## config.mk

```make
export PLATFORM = sky130hd
export DESIGN_NAME = passcode_entry
export DESIGN_NICKNAME = d
export VERILOG_FILES = /design/src/rtl/combolock_pkg.sv /design/src/rtl/button_debouncer.sv /design/src/rtl/passcode_entry.sv
export SDC_FILE = /design/constraint.sdc
export NUM_CORES = 1
export LEC_CHECK = 0
export CORE_MARGIN = 10
export CORE_UTILIZATION = 59
export DETAILED_ROUTE_END_ITERATION = 12
export PLACE_DENSITY_LB_ADDON = 0.08
export SLEW_MARGIN = 20
export SYNTH_ARGS = -nofsm -noshare
export SYNTH_HDL_FRONTEND = slang
export SYNTH_HIERARCHICAL = 1
export SYNTH_SLANG_ARGS = --single-unit
```

## constraint.sdc

```tcl
create_clock -name clk -period 2.45 [get_ports clk]
set_clock_uncertainty 0.05 [all_clocks]
set_input_delay 0.3675 -clock clk [delete_from_list [all_inputs] [get_ports clk]]
set_output_delay 0.3675 -clock clk [all_outputs]
set_load 0.02 [all_outputs]
```

## src/rtl/combolock_pkg.sv

```systemverilog
// combolock_pkg: shared types and widths for the combination lock entry path.
// Provides entry_state_t (EMPTY, PARTIAL, FULL, SEND), PASSCODE_W and DIGIT_W.
package combolock_pkg;
    localparam int PASSCODE_W = 8;
    localparam int DIGIT_W    = 4;
    typedef enum logic [1:0] {EMPTY, PARTIAL, FULL, SEND} entry_state_t;
endpackage

```

## src/rtl/button_debouncer.sv

```systemverilog
// button_debouncer: 2-flop synchronizer, debouncer and rising-edge event pulse.
// Ports: clk, rst_n (async active-low), raw (unsynchronized button),
//        pulse (one-cycle event when the debounced level goes 0->1).
module button_debouncer #(
    parameter int DEBOUNCE_CYCLES = 500_000
) (
    input  logic clk,
    input  logic rst_n,
    input  logic raw,
    output logic pulse
);
    localparam int CW = $clog2(DEBOUNCE_CYCLES + 1);
    logic [1:0]    sync;
    logic          level;
    logic [CW-1:0] cnt;
    // The count only advances while the synchronized input disagrees with the
    // accepted level; any agreement restarts it. The pulse is issued in the
    // same edge that flips the level, so raw edge -> pulse is 2 + DEBOUNCE_CYCLES.
    always_ff @(posedge clk or negedge rst_n) begin
        if (!rst_n) begin
            sync  <= '0;
            level <= 1'b0;
            cnt   <= '0;
            pulse <= 1'b0;
        end else begin
            sync  <= {sync[0], raw};
            pulse <= 1'b0;
            if (sync[1] != level) begin
                if (cnt == CW'(DEBOUNCE_CYCLES - 1)) begin
                    level <= sync[1];
                    cnt   <= '0;
                    pulse <= sync[1];
                end else begin
                    cnt <= cnt + 1'b1;
                end
            end else begin
                cnt <= '0;
            end
        end
    end
endmodule

```

## src/rtl/passcode_entry.sv

```systemverilog
// passcode_entry: debounced two-digit passcode entry feeding the lock core over valid/ready.
// Ports: clk, rst_n (async active-low), sw_digit[3:0], btn_push, btn_submit, btn_clear,
//        attempt_data[7:0], attempt_valid, attempt_ready, digit_count[1:0],
//        entry_error (short-entry submit pulse), entry_timeout (idle discard pulse).
// Build option: PASSCODE_ENTRY_TIMEOUT_EN enables the idle timeout; otherwise
//        entries persist and entry_timeout stays 0.
module passcode_entry
    import combolock_pkg::*;
#(
    parameter int DEBOUNCE_CYCLES = 500_000,
    parameter int TIMEOUT_CYCLES  = 500_000_000
) (
    input  logic                  clk,
    input  logic                  rst_n,
    input  logic [DIGIT_W-1:0]    sw_digit,
    input  logic                  btn_push,
    input  logic                  btn_submit,
    input  logic                  btn_clear,
    output logic [PASSCODE_W-1:0] attempt_data,
    output logic                  attempt_valid,
    input  logic                  attempt_ready,
    output logic [1:0]            digit_count,
    output logic                  entry_error,
    output logic                  entry_timeout
);
    logic                  push, submit, clear;
    logic [DIGIT_W-1:0]    sw_s1, sw_s2;
    entry_state_t          state, state_n;
    logic [PASSCODE_W-1:0] code, code_n;
    logic                  error_n, timeout_hit, timeout_n;

    button_debouncer #(.DEBOUNCE_CYCLES(DEBOUNCE_CYCLES)) u_push (
        .clk(clk), .rst_n(rst_n), .raw(btn_push), .pulse(push));
    button_debouncer #(.DEBOUNCE_CYCLES(DEBOUNCE_CYCLES)) u_submit (
        .clk(clk), .rst_n(rst_n), .raw(btn_submit), .pulse(submit));
    button_debouncer #(.DEBOUNCE_CYCLES(DEBOUNCE_CYCLES)) u_clear (
        .clk(clk), .rst_n(rst_n), .raw(btn_clear), .pulse(clear));

`ifdef PASSCODE_ENTRY_TIMEOUT_EN
    localparam int TW = $clog2(TIMEOUT_CYCLES + 1);
    logic [TW-1:0] idle;
    assign timeout_hit = (state == PARTIAL || state == FULL) && idle == TW'(TIMEOUT_CYCLES - 1);
    // Every accepted event in PARTIAL/FULL changes state, so a state change
    // is the single restart condition; the count holds in EMPTY/SEND.
    always_ff @(posedge clk or negedge rst_n) begin
        if (!rst_n)
            idle <= '0;
        else if (state_n != state)
            idle <= '0;
        else if (state == PARTIAL || state == FULL)
            idle <= idle + 1'b1;
    end
`else
    // Timeout disabled: the condition can never arise.
    assign timeout_hit = (TIMEOUT_CYCLES < 0);
`endif

    // Priority clear > submit > push; SEND only waits for the transfer.
    always_comb begin
        state_n = state;
        code_n  = code;
        error_n = 1'b0;
        if (state == SEND) begin
            if (attempt_ready) begin
                state_n = EMPTY;
                code_n  = '0;
            end
        end else if (clear) begin
            state_n = EMPTY;
            code_n  = '0;
        end else if (submit) begin
            if (state == FULL)
                state_n = SEND;
            else
                error_n = 1'b1;
        end else if (push && state != FULL) begin
            state_n = (state == EMPTY) ? PARTIAL : FULL;
            code_n  = {code[DIGIT_W-1:0], sw_s2};
        end
        // A timeout only wins when no event moved the entry this cycle.
        timeout_n = timeout_hit && state_n == state;
        if (timeout_n) begin
            state_n = EMPTY;
            code_n  = '0;
        end
    end

    always_ff @(posedge clk or negedge rst_n) begin
        if (!rst_n) begin
            state         <= EMPTY;
            code          <= '0;
            sw_s1         <= '0;
            sw_s2         <= '0;
            entry_error   <= 1'b0;
            entry_timeout <= 1'b0;
        end else begin
            state         <= state_n;
            code          <= code_n;
            sw_s1         <= sw_digit;
            sw_s2         <= sw_s1;
            entry_error   <= error_n;
            entry_timeout <= timeout_n;
        end
    end

    assign attempt_data  = code;
    assign attempt_valid = (state == SEND);
    assign digit_count   = (state == EMPTY) ? 2'd0 : (state == PARTIAL) ? 2'd1 : 2'd2;
endmodule
```

* Word level (Yosys, flattened, before mapping)
Cells that the tools add are included.
** Storage, ports and cells
- Latch bits :: 0
- Logic and storage cells :: 72
- Flip-flop bits (word level) :: 88
- Bits in read-only memories :: 0
- Bits of input ports :: 10
- RAM bits :: 0
- Memories :: 0
** Cells by class
- Bitwise operators :: 0
- Multiply operators :: 0
- Add/subtract/negate cells :: 3
- Muxes and demuxes :: 30
- Shifts and indexed selects :: 0
- Equality and inequality tests :: 13
- Divide/modulo/power cells :: 0
- Magnitude comparators :: 0
- Reduce and logical (&&, ||, !) cells :: 9
** Operators by type and width (count)
- 19-bit two-way mux :: 6
- 19-bit by 1-bit adder with 19-bit output (second input constant) :: 3
- 19-bit == test (second input constant) :: 3
- 8-bit two-way mux :: 5
- 2-bit two-way mux :: 9
- 1-bit two-way mux :: 10
- 2-bit AND reduction :: 3
- 3-bit AND reduction :: 2
- 2-bit == test (second input constant) :: 2
- 4-bit by 3-bit inequality test with 1-bit output (second input constant) :: 1
- 4-bit nonzero test :: 1
- 1-bit inequality test :: 3
- 3-bit by 2-bit inequality test with 1-bit output (second input constant) :: 1
- 3-bit nonzero test :: 1
- 2-bit by 1-bit == test with 1-bit output (second input constant) :: 1
- 2-bit zero test :: 1
- 2-bit by 1-bit inequality test with 1-bit output (second input constant) :: 1
- 2-bit inequality test (second input constant) :: 1
- 1-bit logical AND :: 1

* Longest topological paths before layout
Gate-level depths: netlist of the first run.
- Depth in word-level cells :: 6
- Mapped depth :: 6
- Gate-level depth less buffers :: 5

* Cells and area by module
The synthesis of the first run kept the hierarchy.
** By module, submodules not included
- button_debouncer :: seq. area each 575.6 sq um, times used 3, cells each 110, area each 1118.6 sq um
- passcode_entry :: seq. area each 475.5 sq um, times used 1, cells each 47, area each 713.2 sq um

* Least setup slack after synthesis of the first run
Ideal clock, no wire load.
- Kind :: register to register
- Start point :: register u_clear.cnt[12]
- End point :: register u_clear.cnt[10]
- Setup time :: 0.121 ns
- Setup slack :: 0.692 ns
- Cell stages (with the launch flop) :: 6
- Buffers on the path :: 1
- Clock period less this slack :: 1.758 ns
- Arrival :: 1.586 ns
- Cells stage by stage :: dfrtp_1 nor4b_1 nand2_1 o31ai_4 buf_2 nor2_1
** Between the ends
- Cells in the longest elaborated chain, start to end :: 3
** RTL lines
- from (decl) :: line button_debouncer.sv:15 : logic [CW-1:0] cnt;
- from (signal assigned) :: line button_debouncer.sv:34 : cnt <= cnt + 1'b1;
- 19-bit == test :: line button_debouncer.sv:29 : if (cnt == CW'(DEBOUNCE_CYCLES - 1)) begin
- 19-bit two-way mux :: line button_debouncer.sv:29
- 19-bit two-way mux :: line button_debouncer.sv:28 : if (sync[1] != level) begin
Every way passes these cells.
A chain may end at the register's enable or synchronous reset.

* Worst setup path after layout of the first run
- Start point :: register state[1]
- End point :: output port digit_count[0]
** Between the ends
- Cells in the longest elaborated chain, start to end :: 3
- Elaborated cells between the ends (all ways) :: 4
- Those cells by class :: eq/ne (1); mux (2); reduce/logical (1)
** RTL lines
- from (decl) :: line passcode_entry.sv:28 : entry_state_t state, state_n;
- from (signal assigned) :: line passcode_entry.sv:97 : state <= state_n;
- 2-bit by 1-bit == test with 1-bit output :: line passcode_entry.sv:108 : assign digit_count = (state == EMPTY) ? 2'd0 : (state == PARTIAL) ? 2'd1 : 2'd2;
- 2-bit two-way mux :: line passcode_entry.sv:108
- 2-bit two-way mux * :: line passcode_entry.sv:108
- to (decl) :: line passcode_entry.sv:22 : output logic [1:0] digit_count,
Mark *: on every way between the ends. The rest lies on a longest branch, timed or not.

==> impl_metrics.toml, run 1 <==
[synthesis]
yosysTopAreaCell = "dfrtp_1"
syn_inst = 377
ys.flop_type = "dfrtp_1"
synth_edf_count = 0
async_reset_ff_share_pct = 100.0
yosys.cell_types.count = 42
synth-seq-cells = 88
yosys_warnings = 6
synth_area_leaders = "dfrtp_1 54%, xnor2_1 8.0%, nor2_1 5.1%"
ys_seq_area_share_pct = 54.12
synth_area_um2 = 4069
syn_area_per_cell_um2 = 10.79
synth.top_cell.area_share_pct = 54.12
syn-num-nets = 390

[global_routing]
grt_overflow = 0
antenna_found_initial = 0
grt_pass1_wl_um = 12480
grt_max_degree = 51
grt_use_total_pct = 14.74
first_global_vias = 2650

[drt]
drc = 0
wl_met3_um = 263
wl_met1_um = 3413
ant_nets = 0
route.met2.wl_um = 3324
routed_wl_um = 7065
drt_iter0_markers = 138
via_count = 2793
vias_per_cell = 5.712
first_pass_iters = 10
top_layer = "met4"
wl_per_cell_um = 14.45

[setup_path]
cp-end-kind = "output port"
rrSetupSlack_ps = 450
startpoint_type = "register"
r2r-start = "u_submit/cnt[0]"
worstReg2RegEnd = "u_submit/cnt[18]"
crit_arrival_ps = 1670
path_class = "register to output port"
worstPathRequired_ps = 2030
cp_max_fo = 7
reg2reg_depth = 5

[sta]
finalMaxSlewViolations = 0
finalSetupTns_ps = 0
setup_viol = 0
timing.hold.ws_ps = 301.2
fmax_mhz = 478.8
grt_setup_unrepaired = "false"
max-slew-margin-rel_pct = 63.16
worst_pin_slew_ps = 547.5
min_period_over_period_pct = 85.26
finalHoldViolCount = 0
fin_crit_ps = 2089

[place]
io_buffers = 21
gp_congestion = 0.8270
dp_hpwl_um = 4932
dp_cells = 472

[floorplanning]
start_util_pct = 60.22
die_area_um2 = 10620
ios = 23
dieWidth_um = 103.0
die_height_um = 103.0
rows = 30
core_area_um2 = 6756

[worst_hold_path]
holdPathStages = 0
hp-start = "sw_s1[0]"
min_to = "sw_s2[0]"
hold_class = "register to register"

[power]
power.density_nw_per_um2 = 586.6
peakVddDrop_v = 0.0004082
leakagePower_nw = 1.816
p_total_mw = 2.704

[layout]
multiInputGateArea_um2 = 1760
regArea_um2 = 2202
fill_cells = 530
drive_above_1_share_pct = 11.74
antenna_cells = 0
final_nets = 417
finalNonFillerCells = 489
final_util_pct = 68.24
area_delta_synth_final_pct = 13.31

[clock_tree]
cts.sinks = 88
cts_tree = "done"
numCtsBuffers = 9
cts_root_buf = "clkbuf_8"
clk_pin_slew_ps = 90
clk_path_buf_depth = 2
cts.htree.levels = 3
insertion_delay_ps = 350
cts.repair.resized = 0

[run]
cap_violations = 0

[outcome]
status = "complete, no violations"
critical path: stages, from the launching register on:
cell             delay [ps]
dfrtp_1                 480
and2b_2                 250
clkdlybuf4s50_1         590
worst max path at each step:
stage,from,to,slack (ps),cells after the start
global placement,u_clear/cnt[7],u_clear/cnt[13],560,5
finish,state[1],digit_count[0],360,2
CTS,state[1],digit_count[0],330,2
detailed placement,u_submit/cnt[0],u_submit/cnt[18],490,5
floorplan,u_clear/cnt[12],u_clear/cnt[10],690,5
global route,u_submit/cnt[0],u_submit/cnt[18],240,5
metal layers:
metal / vias up / global-route usage (%)
li1: 1382 / -
met1: 1363 / 19.64
met2: 43 / 22.67
met3: 5 / 4.759
met4: 0 / 3.850
met5: - / 0
Yosys cell counts, types with 6 or more instances:
| library cell | number |
|---|---|
| nand4_1 | 27 |
| nor4b_1 | 6 |
| nand2_1 | 21 |
| nor3_1 | 18 |
| dfrtp_1 | 88 |
| nand3_1 | 18 |
| a22o_1 | 9 |
| nor4_1 | 9 |
| xnor2_1 | 37 |
| inv_1 | 10 |
| xor2_1 | 12 |
| nor2_1 | 55 |
metrics by stage:
stage	setup slack [ps]	instance area, um^2
after floorplan	692.4	4069
after global placement	560.0	4373
after detailed placement	491.8	4373
after CTS	327.7	4611
after global routing	241.5	4611
final	361.2	4611
sequential cells by signal, summed over array words and instances (netlist names), 2 cells and up:
register	flops
u_submit/cnt	19
state	2
u_clear/sync	2
u_push/cnt	19
u_clear/cnt	19
attempt_data	8
u_submit/sync	2
sw_s1	4
sw_s2	4
u_push/sync	2
kinds of logic (layout without fill, tap and decap cells):
| kind of cell | after synthesis | count (layout) | synth area share (%) |
|---|---|---|---|
| other | 1 | 1 | 0.09216 |
| adder cells (fa/ha/maj) | 3 | 3 | 0.9226 |
| flip-flops | 88 | 88 | 54.12 |
| multiplexers | 4 | 4 | 1.168 |
| AO/OA/AOI/OAI | 27 | 27 | 6.458 |
| AND/OR/NAND/NOR | 182 | 182 | 24.08 |
| buffers and inverters | 23 | 55 | 2.614 |
| XOR/XNOR | 49 | 49 | 10.55 |
layout by cell type, fill, tap and decap left out, types with 4 or more instances in the layout:
cell,netlist,routed
nand2_1,21,21
nor4b_1,6,6
nor2_1,55,55
clkdlybuf4s50_1,0,20
nand4_1,27,27
xor2_1,12,12
o21ai_0,4,4
nand3_1,18,18
clkbuf_8,0,9
nor3_1,18,18
buf_4,1,7
xnor2_1,37,37
nor4_1,9,9
dfrtp_1,88,88
a22o_1,9,9
nor3b_1,4,4
inv_1,10,10
cell type report:
| type | count | share of cell area, % |
|---|---|---|
| Multi-Input combinational cell | 266 | 38.18 |
| Timing Repair Buffer | 29 | 6.133 |
| Clock buffer | 9 | 2.687 |
| Tap cell | 80 | 2.171 |
| Clock inverter | 7 | 2.252 |
| Sequential cell | 88 | 47.76 |
| Inverter | 10 | 0.8141 |
power by group:
group          internal, mW  switching, mW
Clock                 0.586          0.522
Sequential             1.47         0.0220
Combinational        0.0399         0.0598
Total                  2.10          0.604
repair_timing:
action	in CTS	in global routing
hold buffers	1	0
endpoints found under the hold margin	38	0
buffers inserted	0	0
Note: power is estimated with default switching activity, not from simulation.
==> inputs of run 2 (changes only) <==
--- a/config.mk
+++ b/config.mk
@@ -8,6 +8,7 @@
 export CORE_MARGIN = 10
 export CORE_UTILIZATION = 59
 export DETAILED_ROUTE_END_ITERATION = 12
+export MAX_ROUTING_LAYER = met4
 export PLACE_DENSITY_LB_ADDON = 0.08
 export SLEW_MARGIN = 20
 export SYNTH_ARGS = -nofsm -noshare
==> run 2 against run 1 <==
- first-iteration DRC count is 2.9% higher
- total power is essentially flat
- combinational power about the same
- non-clock buffer count stayed put
- clock-buffer cell count unchanged
- die area did not move
- critical endpoint unchanged
- largest cell class unchanged
==> impl_metrics.toml, run 2 (synthesis results as in run 1) <==
[place]
dp_hpwl_um = 4932
io_buffers = 21
pre_cts_slack_ps = 491.8
gp_congestion = 0.8394
place_area_um2 = 4373
dp_cells = 472

[sta]
fin_crit_ps = 2089
worst_slack_ps = 360.8
grt_setup_unrepaired = "false"
setup_viol = 0
finalHoldViolCount = 0
min_period_over_period_pct = 85.27
fmax_mhz = 478.7
finalMaxSlewViolations = 0
max-slew-margin-rel_pct = 62.77
finalSetupTns_ps = 0
worst_pin_slew_ps = 553.4

[floorplanning]
rows = 30
dieWidth_um = 103.0
start_util_pct = 60.22
die_area_um2 = 10620
die_height_um = 103.0
core_area_um2 = 6756
ios = 23

[setup_path]
worstPathRequired_ps = 2030
path_class = "register to output port"
path_cells = "and2b_2 -> clkdlybuf4s50_1"
crit_family = "buffers and inverters"
cp_slowest_stage_delay_ps = 590
crit_slowest_cell = "clkdlybuf4s50_1"
startpoint_type = "register"
crit_arrival_ps = 1670
cp-end-kind = "output port"
cp_max_fo = 7
worstPathBufferInverterCount = 1

[layout]
top_regs = "u_clear/cnt x19, u_push/cnt x19, u_submit/cnt x19"
final_nets = 417
final_cell_mix = "88 x dfrtp_1, 55 x nor2_1, 37 x xnor2_1"
final_common_cell = "dfrtp_1"
area_delta_synth_final_pct = 13.31
fin_area_um2 = 4611
finalNonFillerCells = 489
drive_above_1_share_pct = 11.74
antenna_cells = 0

[drt]
wl_per_cell_um = 14.45
first_pass_iters = 6
drt_iter0_markers = 142
vias_per_cell = 5.738
routed_wl_um = 7068
ant_nets = 0
drc = 0
via_count = 2806

[power]
power.density_nw_per_um2 = 586.7
p_total_mw = 2.705
peakVddDrop_v = 0.0004082
leakagePower_nw = 1.816

[global_routing]
grt_max_degree = 51
grt_use_total_pct = 15.19
grt_overflow = 0
antenna_found_initial = 0
grt_pass1_wl_um = 12500
first_global_vias = 2656

[clock_tree]
numCtsBuffers = 9
cts.repair.resized = 0
post_cts_buffers = 0
clk_path_buf_depth = 2
cts_root_buf = "clkbuf_8"
cts.sinks = 88
clk_pin_slew_ps = 90
cts_hold_buf = 1
cts.htree.levels = 3
cts_tree = "done"
insertion_delay_ps = 350

[worst_hold_path]
hold_class = "register to register"

[run]
cap_violations = 0

[outcome]
status = "complete, no violations"
-- run 2: cell counts in the layout (fill, tap and decap cells not counted) --
Identical to the previous run, type by type.
-- run 2: cell type report --
class	count	area, um^2
Fill cell	530	2146
Sequential cell	88	2202
Timing Repair Buffer	29	282.8
Inverter	10	37.54
Tap cell	80	100.1
Clock buffer	9	123.9
Multi-Input combinational cell	266	1760
Clock inverter	7	103.9
-- run 2: power breakdown --
part | internal (mW) | switching [mW] | total [mW]
Clock | 0.586 | 0.523 | 1.11
Sequential | 1.47 | 0.0220 | 1.50
Combinational | 0.0399 | 0.0599 | 0.0998
-- run 2: final timing paths --
check / start / end / slack [ps] / depth (start not counted)
min: sw_s1[0] / sw_s2[0] / 300 / 0
max: state[1] / digit_count[0] / 360 / 2
max reg2reg: u_submit/cnt[0] / u_submit/cnt[18] / 440 / 5
min in group asynchronous: rst_n / sw_s2[3] / 460 / 2
min reg2reg: sw_s1[0] / sw_s2[0] / 300 / 0
max in group asynchronous: rst_n / u_push/cnt[13] / 1270 / 3
-- run 2: metrics by stage --
| step | hold slack, ps | utilization, % |
|---|---|---|
| after CTS | 303.9 | 68.24 |
| after global placement | 284.1 | 64.72 |
| after floorplan | 21.91 | - |
| after detailed placement | 284.7 | 64.72 |
| final | 301.7 | 68.24 |
| after global routing | 314.2 | 68.24 |
-- run 2: worst reg2reg max path, stage by stage, from the launching register on --
cell and delay, ps:
dfrtp_1 440, ha_1 260, nand4_1 270, nor4_1 600, a31o_2 240, a21oi_1 50
-- run 2: metal layers --
metal	up-vias	wire length, um	global-route usage [%]
li1	1381	-	-
met1	1365	3421	19.81
met2	55	3303	22.72
met3	5	280	4.558
met4	0	63	3.850
met5	-	0	-
==> inputs of run 3 (changes only) <==
--- a/config.mk
+++ b/config.mk
@@ -6,12 +6,13 @@
 export NUM_CORES = 1
 export LEC_CHECK = 0
 export CORE_MARGIN = 10
-export CORE_UTILIZATION = 59
+export CORE_UTILIZATION = 60
 export DETAILED_ROUTE_END_ITERATION = 12
 export MAX_ROUTING_LAYER = met4
 export PLACE_DENSITY_LB_ADDON = 0.08
-export SLEW_MARGIN = 20
+export SLEW_MARGIN = 5
 export SYNTH_ARGS = -nofsm -noshare
 export SYNTH_HDL_FRONTEND = slang
 export SYNTH_HIERARCHICAL = 1
 export SYNTH_SLANG_ARGS = --single-unit
+export TNS_END_PERCENT = 10
==> constraint.sdc (replaced) <==
create_clock -name clk -period 2.5 [get_ports clk]
set_clock_uncertainty 0.05 [all_clocks]
set_input_delay 0.375 -clock clk [delete_from_list [all_inputs] [get_ports clk]]
set_output_delay 0.375 -clock clk [all_outputs]
set_load 0.02 [all_outputs]
==> run 3 against run 2 <==
- worst hold slack worse by 1.8 ps
- global-route usage is 0.70 points higher
- first-iteration DRC count is 26% higher
- routed wire length is 4.9% higher
- sequential power hardly changed
- clock power is 4% lower
- critical endpoint is now u_clear/cnt[18]
- highest routed layer unchanged
==> impl_metrics.toml, run 3 (synthesis results as in run 1) <==
[power]
p_sw_uw = 555.3
peakVddDrop_v = 0.0003713
p_clk_share_pct = 40.6
leakagePower_nw = 1.806
pwr-share-comb_pct = 3.6
switching_share_pct = 21.10
p_int_mw = 2.077
seqPwrFrac_pct = 55.8
power.density_nw_per_um2 = 574.0

[setup_path]
reg2reg_depth = 5
crit_family = "simple AND/OR/NAND/NOR gates"
worstPathRequired_ps = 2660
crit_slowest_cell = "nor4_1"
worstPathBufferInverterCount = 0
r2r-start = "u_clear/cnt[0]"
startpoint_type = "register"
worstReg2RegEnd = "u_clear/cnt[18]"
cp_slowest_stage_delay_ps = 630
critical_path.startpoint = "u_clear/cnt[0]"
path_class = "register to register"
path_cells = "ha_1 -> nand4_1 -> nor4_1 -> a31o_2 -> a21oi_1"
crit_arrival_ps = 2270
cp_max_fo = 6
cp-end-kind = "register"
rrSetupSlack_ps = 390
crit_cells = 5

[clock_tree]
insertion_delay_ps = 340
numCtsBuffers = 9
clk_pin_slew_ps = 80
cts_root_buf = "clkbuf_8"
post_cts_buffers = 0
cts.repair.resized = 0
cts_hold_buf = 1
clk_path_buf_depth = 2
cts.sinks = 88
cts.htree.levels = 3
cts_tree = "done"

[place]
gp_congestion = 0.8627
io_buffers = 21
dp_hpwl_um = 5103

[floorplanning]
core_area_um2 = 6459
dieWidth_um = 102.4
die_height_um = 102.4
rows = 29
ios = 23
start_util_pct = 63.00
die_area_um2 = 10480

[layout]
final_nets = 415
area_delta_synth_final_pct = 12.70
antenna_cells = 0
top_regs = "u_clear/cnt x19, u_push/cnt x19, u_submit/cnt x19"
final_util_pct = 71.00
final_common_cell = "dfrtp_1"
drive_above_1_share_pct = 10.81
final_cell_mix = "88 x dfrtp_1, 55 x nor2_1, 37 x xnor2_1"

[worst_hold_path]
holdPathStages = 0
hold_class = "register to register"
min_to = "sw_s2[2]"
hp-start = "sw_s1[2]"

[sta]
setup_viol = 0
min_period_over_period_pct = 84.31
finalMaxSlewViolations = 0
max-slew-margin-rel_pct = 59.53
fmax_mhz = 474.5
finalSetupTns_ps = 0
fin_crit_ps = 2108
worst_pin_slew_ps = 601.5
grt_setup_unrepaired = "false"
finalHoldViolCount = 0

[drt]
first_pass_iters = 6
routed_wl_um = 7416
ant_nets = 0
drt_iter0_markers = 179
wl_per_cell_um = 15.32
via_count = 2810
drc = 0
vias_per_cell = 5.806

[global_routing]
antenna_found_initial = 0
grt_pass1_wl_um = 13100
grt_max_degree = 41
grt_use_total_pct = 15.89
grt_overflow = 0
first_global_vias = 2762

[outcome]
status = "complete, no violations"

[run]
cap_violations = 0
-- run 3: how the worst max path moves through the flow --
stage                                   to  slack [ps]
final                      u_clear/cnt[18]         390
after global routing       u_clear/cnt[18]         220
after detailed placement  u_submit/cnt[18]         430
after global placement     u_clear/cnt[18]         490
after CTS                   digit_count[0]         380
after floorplan            u_clear/cnt[10]         740
-- run 3: per-layer routing --
| layer | track usage (%) | wire [um] | vias up |
|---|---|---|---|
| li1 | - | - | 1370 |
| met1 | 20.96 | 3576 | 1374 |
| met2 | 23.51 | 3506 | 64 |
| met3 | 4.656 | 309 | 2 |
| met4 | 4.121 | 23 | 0 |
| met5 | - | 0 | - |
-- run 3: cell type report --
| class | instances | area (um^2) |
|---|---|---|
| flip-flops and latches | 88 | 2202 |
| fillers | 484 | 1873 |
| multi-input cells | 266 | 1760 |
| repair buffers | 27 | 267.8 |
| clock buffers | 12 | 145.1 |
| well taps | 77 | 96.34 |
| clock inverters | 4 | 76.32 |
| inverters | 10 | 37.54 |
-- run 3: power by group through the flow --
stage          logic [mW]  registers (mW)  clock network, mW
2_1_floorplan      0.0458            1.49                  0
3_3_place_gp       0.0937            1.50                  0
3_5_place_dp       0.0959            1.50                  0
4_1_cts            0.0977            1.47               1.10
5_1_grt             0.108            1.47               1.17
6_report           0.0948            1.47               1.07
-- run 3: per-stage QoR --
step	total power [mW]	cell area [um^2]	hold slack [ps]	setup slack (ps)	cells
after CTS	2.670	4586	297.5	382.5	484
after global routing	2.746	4586	317.6	219.5	484
after floorplan	1.533	4069	29.41	742.4	377
final	2.632	4586	299.9	392.3	484
after global placement	1.589	4354	282.7	494.4	467
after detailed placement	1.592	4354	284.7	427.6	467
